$ cat src/rtl/cla_pipe_adder.sv
// cla_pipe_adder
//   Two-stage pipelined carry-lookahead adder/subtractor with a valid/ready
//   handshake. Sits between the ALU operand mux and the EX/MEM result path.
//   WIDTH must be a multiple of 8 (8..64). The adder is built from 8-bit
//   lookahead groups joined by a root lookahead over the group
//   generate/propagate terms.
//
//   Stage 1 registers the operand-conditioned g/p vectors, c0, and each
//   group's GOUT/POUT (the group's carry out and propagate, both taken with
//   a group carry-in of 0).
//   Stage 2 resolves the group carry-ins with the root lookahead, ripples
//   each group's bit carries from its true carry-in, and registers
//   sum/cout/ovf/zero.
//
// Ports
//   clk        rising-edge clock
//   reset      synchronous, active-high reset
//   in_valid   operands presented
//   in_ready   block accepts operands this cycle (combinational from out_ready)
//   a, b       operands
//   sub        0: a+b+cin, 1: a-b (cin ignored)
//   cin        carry-in for add mode
//   out_valid  result valid
//   out_ready  consumer accepts result
//   sum        result (modulo 2^WIDTH)
//   cout       carry out of MSB (subtract: 1 = no borrow)
//   ovf        signed overflow
//   zero       sum == 0
//
// Build option
//   CLA_PIPE_SAT_EN: when defined, signed overflow saturates sum to the most
//   positive/negative value. ovf still reports 1, cout stays the unsaturated
//   carry, and zero is taken on the saturated value. When undefined, results
//   wrap and no saturation logic exists.

module cla_pipe_adder #(
    parameter int WIDTH = 32,
    parameter int GROUP = 8
) (
    input  logic             clk,
    input  logic             reset,
    input  logic             in_valid,
    output logic             in_ready,
    input  logic [WIDTH-1:0] a,
    input  logic [WIDTH-1:0] b,
    input  logic             sub,
    input  logic             cin,
    output logic             out_valid,
    input  logic             out_ready,
    output logic [WIDTH-1:0] sum,
    output logic             cout,
    output logic             ovf,
    output logic             zero
);

    localparam int NG = WIDTH / GROUP;

    logic             s2_adv;
    logic             s1_adv;

    // Stage-1 combinational terms
    logic [WIDTH-1:0] bx;
    logic [WIDTH-1:0] g_n;
    logic [WIDTH-1:0] p_n;
    logic [NG-1:0]    gout_n;
    logic [NG-1:0]    pout_n;
    logic             c0_n;
    logic             gacc;
    logic             pacc;

    // Stage-1 registers
    logic             s1_valid;
    logic             s1_c0;
    logic [WIDTH-1:0] s1_g;
    logic [WIDTH-1:0] s1_p;
    logic [NG-1:0]    s1_gout;
    logic [NG-1:0]    s1_pout;

    // Stage-2 combinational terms
    logic [NG-1:0]    grp_c;
    logic [WIDTH-1:0] carry;
    logic             rc;
    logic [WIDTH-1:0] res;
    logic             ovf_n;

    assign s2_adv   = !out_valid || out_ready;
    assign s1_adv   = !s1_valid || s2_adv;
    assign in_ready = s1_adv;

    // Group lookahead with carry-in 0: gacc ends as the group's carry out,
    // which is exactly the group generate GOUT.
    always_comb begin
        bx     = b ^ {WIDTH{sub}};
        c0_n   = sub | cin;
        g_n    = a & bx;
        p_n    = a ^ bx;
        gout_n = '0;
        pout_n = '0;
        gacc   = 1'b0;
        pacc   = 1'b1;
        for (int k = 0; k < NG; k++) begin
            gacc = 1'b0;
            pacc = 1'b1;
            for (int i = 0; i < GROUP; i++) begin
                gacc = g_n[k*GROUP+i] | (p_n[k*GROUP+i] & gacc);
                pacc = pacc & p_n[k*GROUP+i];
            end
            gout_n[k] = gacc;
            pout_n[k] = pacc;
        end
    end

    always_ff @(posedge clk) begin
        if (s1_adv && in_valid) begin
            s1_c0   <= c0_n;
            s1_g    <= g_n;
            s1_p    <= p_n;
            s1_gout <= gout_n;
            s1_pout <= pout_n;
        end
    end

    // Root lookahead gives each group's true carry-in; the bit carries are
    // then re-evaluated inside each group from that carry-in.
    always_comb begin
        grp_c    = '0;
        carry    = '0;
        rc       = 1'b0;
        grp_c[0] = s1_c0;
        for (int k = 1; k < NG; k++) begin
            grp_c[k] = s1_gout[k-1] | (s1_pout[k-1] & grp_c[k-1]);
        end
        for (int k = 0; k < NG; k++) begin
            rc = grp_c[k];
            for (int i = 0; i < GROUP; i++) begin
                rc = s1_g[k*GROUP+i] | (s1_p[k*GROUP+i] & rc);
                carry[k*GROUP+i] = rc;
            end
        end
        res   = s1_p ^ {carry[WIDTH-2:0], s1_c0};
        ovf_n = carry[WIDTH-1] ^ carry[WIDTH-2];
`ifdef CLA_PIPE_SAT_EN
        // On overflow both operands share a sign and p[MSB] is 0, so g[MSB]
        // equals the sign of a: 1 means negative overflow.
        if (ovf_n) begin
            res = s1_g[WIDTH-1] ? {1'b1, {(WIDTH-1){1'b0}}}
                                : {1'b0, {(WIDTH-1){1'b1}}};
        end
`endif
    end

    always_ff @(posedge clk) begin
        if (reset) begin
            s1_valid  <= 1'b0;
            out_valid <= 1'b0;
            sum       <= '0;
            cout      <= 1'b0;
            ovf       <= 1'b0;
            zero      <= 1'b0;
        end else begin
            if (s1_adv) begin
                s1_valid <= in_valid;
            end
            if (s2_adv) begin
                out_valid <= s1_valid;
                if (s1_valid) begin
                    sum  <= res;
                    cout <= carry[WIDTH-1];
                    ovf  <= ovf_n;
                    zero <= ~|res;
                end
            end
        end
    end

endmodule

$ cat config.mk
export PLATFORM = sky130hd
export DESIGN_NAME = cla_pipe_adder
export DESIGN_NICKNAME = d
export VERILOG_FILES = /design/src/rtl/cla_pipe_adder.sv
export SDC_FILE = /design/constraint.sdc
export NUM_CORES = 1
export LEC_CHECK = 0
export ABC_AREA = 1
export CAP_MARGIN = 20
export CORE_MARGIN = 4
export CORE_UTILIZATION = 51
export DETAILED_ROUTE_END_ITERATION = 8
export GPL_TIMING_DRIVEN = 0
export PLACE_DENSITY = 0.8
export SLEW_MARGIN = 20
export SYNTH_ARGS = -nofsm -noshare
export SYNTH_HDL_FRONTEND = slang
export SYNTH_SLANG_ARGS = --single-unit
$ cat constraint.sdc
create_clock -name clk -period 5.6 [get_ports clk]
set_clock_uncertainty 0.2 [all_clocks]
set_input_delay 1.12 -clock clk [delete_from_list [all_inputs] [get_ports clk]]
set_output_delay 1.12 -clock clk [all_outputs]
set_load 0.02 [all_outputs]
==> results.json <==
{
  "leakage_nw": 2.74,
  "gr-usage-all-layers": 0.193,
  "yosys_warnings": 0,
  "cts.reportedPaths.clkPinSlew_ns": 0.10,
  "routed_via_density": 4.95,
  "cp-startpoint": "s1_c0$_DFFE_PP_",
  "rows": 36,
  "hold_class": "flop to flop",
  "dieArea_um2": 11700,
  "final.setup.tns_ns": 0,
  "netlist_area_um2": 5130,
  "rr_worst_depth": 25,
  "synth_top_area_frac": 0.416,
  "startpoint_type": "flop",
  "cts_sinks": 108,
  "synth_top_cells_by_area": "edfxtp_1 (42%), ha_1 (15%), dfxtp_1 (14%), nor2_1 (6.0%), xor2_1 (5.6%)",
  "crit_path_max_fanout": 2,
  "drt_first_pass_iters": 4,
  "min_period_ns": 5.01,
  "drtIter0Drc": 158,
  "status": "complete, no violations",
  "endpoint": "zero$_SDFFE_PP0P_",
  "worstSkewPairLatency_ns": 0.36,
  "initial_utilization": 0.525,
  "port_buffers": 105,
  "post-cts-setup-buffers": 0,
  "finalHoldViolCount": 0,
  "fin_nets": 709,
  "crit_family": "simple AND/OR/NAND/NOR gates",
  "crit_top_cell": "ha_1",
  "dieWidth_um": 108,
  "r2r_setup_slack_ns": 0.59,
  "diodes": 0,
  "synth-edff-count": 71,
  "dp_hpwl_mm": 8.55,
  "cts_buffer_depth": 2,
  "reg2reg_from": "s1_c0$_DFFE_PP_",
  "core_um2": 9770,
  "ir_drop_uv": 161,
  "cts_resized": 0,
  "gr-total-overflow": 0,
  "slowest_delay_ns": 0.41,
  "drive_above_1_share": 0.0995,
  "cp.arrival_ns": 5.10,
  "finalSetupViolCount": 0,
  "worst_pin_slew_ns": 0.404,
  "synth-seq-area-share": 0.560,
  "place_congestion": 0.835,
  "maxSlewHeadroom": 0.731,
  "critPathSlowestCell": "edfxtp_1",
  "required_ns": 5.68,
  "grt_start_max_net_pins": 43,
  "synth_cell_types": 25,
  "drc": 0,
  "vias": 3542,
  "tritoncts": "done",
  "power_w": 0.00187,
  "antenna_found_initial": 0,
  "numCtsBuffers": 9,
  "max_cap_viol_count": 0,
  "pin_count": 107,
  "synth.most_common_cell": "nor2_1",
  "synthFlopType": "edfxtp_1",
  "syn-instance-count": 461,
  "fmax_mhz": 200,
  "grt_pass1_wl_mm": 17.4,
  "r2r-end": "zero$_SDFFE_PP0P_",
  "syn2layout_area_growth_pct": 28.4,
  "critical_path_cell_count": 25,
  "floorplan.die.height_um": 108,
  "ant_nets": 0,
  "fillers": 795,
  "syn_nets": 592,
  "htreeDepth": 3,
  "grt_pass1_vias": 3758,
  "period_share": 0.895,
  "async_flop_share": 0,
  "yosysTopAreaCell": "edfxtp_1",
  "wl_mm": 10.9,
  "synth_commonest_cells": "nor2_1 (82), edfxtp_1 (71), ha_1 (61)",
  "worst-path-buf-inv": 1,
  "avgSynthCellArea_um2": 11.1,
  "wire_per_inst_um": 15.3,
  "crit_type": "flop to flop",
  "ys_seq_elements": 108,
  "power_density_nw_per_um2": 285,
  "finalMaxSlewViolations": 0,
  "rsz0062_at_grt": "false",
  "holdBufCountCts": 0,
  "cts-root-buf": "clkbuf_8",
  "endpoint_kind": "flop"
}
-- worst min path at each step --
stage,start,end,slack (ns),depth (start not counted)
2_1_floorplan,s1_g[31]$_DFFE_PP_,cout$_SDFFE_PP0P_,0.30,2
3_3_place_gp,zero$_SDFFE_PP0P_,zero$_SDFFE_PP0P_,0.26,2
3_5_place_dp,sum[13]$_SDFFE_PP0P_,sum[13]$_SDFFE_PP0P_,0.27,2
4_1_cts,sum[13]$_SDFFE_PP0P_,sum[13]$_SDFFE_PP0P_,0.29,2
5_1_grt,zero$_SDFFE_PP0P_,zero$_SDFFE_PP0P_,0.31,2
6_report,sum[13]$_SDFFE_PP0P_,sum[13]$_SDFFE_PP0P_,0.29,2
-- routing by layer --
metal | vias up | part of all wire | track usage
met1 | 1633 | 0.41 | 0.229
met5 | - | 0 | 0
li1 | 1799 | - | -
met2 | 93 | 0.51 | 0.341
met3 | 17 | 0.048 | 0.0322
met4 | 0 | 0.024 | 0.0893
-- power by group --
| part | switching [W] | internal, W |
|---|---|---|
| Sequential | 0.0000264 | 0.000932 |
| Clock | 0.000262 | 0.000254 |
| Combinational | 0.000208 | 0.000191 |
-- per-stage QoR --
stage	hold WS [ns]	utilization	cell area, um2	setup WS (ns)	cells
5_1_grt	0.315	0.673	6580	0.179	716
3_5_place_dp	0.271	0.651	6370	0.588	700
3_3_place_gp	0.255	0.649	6340	0.705	699
2_1_floorplan	0.302	-	5130	1.13	461
4_1_cts	0.294	0.673	6580	0.539	716
6_report	0.293	0.673	6580	0.588	716
-- registers in the layout, summed over array words and instances (netlist names) --
register	count
s1_gout	3
cout	1
s1_c0	1
zero	1
s1_g	32
s1_valid	1
s1_p	32
ovf	1
sum	32
out_valid	1
s1_pout	3
-- final cells by class --
cell class	instances	area, um2	share of cell area
Sequential cell	108	2870	0.436
Multi-Input combinational cell	317	2080	0.316
Timing Repair Buffer	106	1070	0.163
Tap cell	133	166	0.0253
Clock buffer	10	128	0.0194
Inverter	23	91.3	0.0139
Clock inverter	6	87.6	0.0133
Buffer	13	83.8	0.0127
-- logic make-up after synthesis --
kind of cell    share of synthesized area
simple gates                        0.135
flops                               0.560
compound gates                     0.0642
fa+ha+maj                           0.149
buf+inv                            0.0337
xor+xnor                           0.0581
-- tightest hold or removal path, cell delays in order (launching register included) --
cell and delay, ns:
dfxtp_1 0.34, nor2_1 0.05, nor2_1 0.08
-- cell usage in the layout, fill, tap and decap left out, drive strengths merged --
cell type / instances
nor3: 1
buf: 12
nand3: 8
clkbuf: 12
inv: 25
a21o: 2
xor2: 33
ha: 61
bufinv: 2
edfxtp: 71
clkinv: 2
dfxtp: 37
o21ai: 33
xnor2: 1
a21oi: 22
o21bai: 4
nor2: 83
or2: 25
nand2: 43
a31o: 1
clkdlybuf4s50: 105
Note: power is estimated with default switching activity, not from simulation.
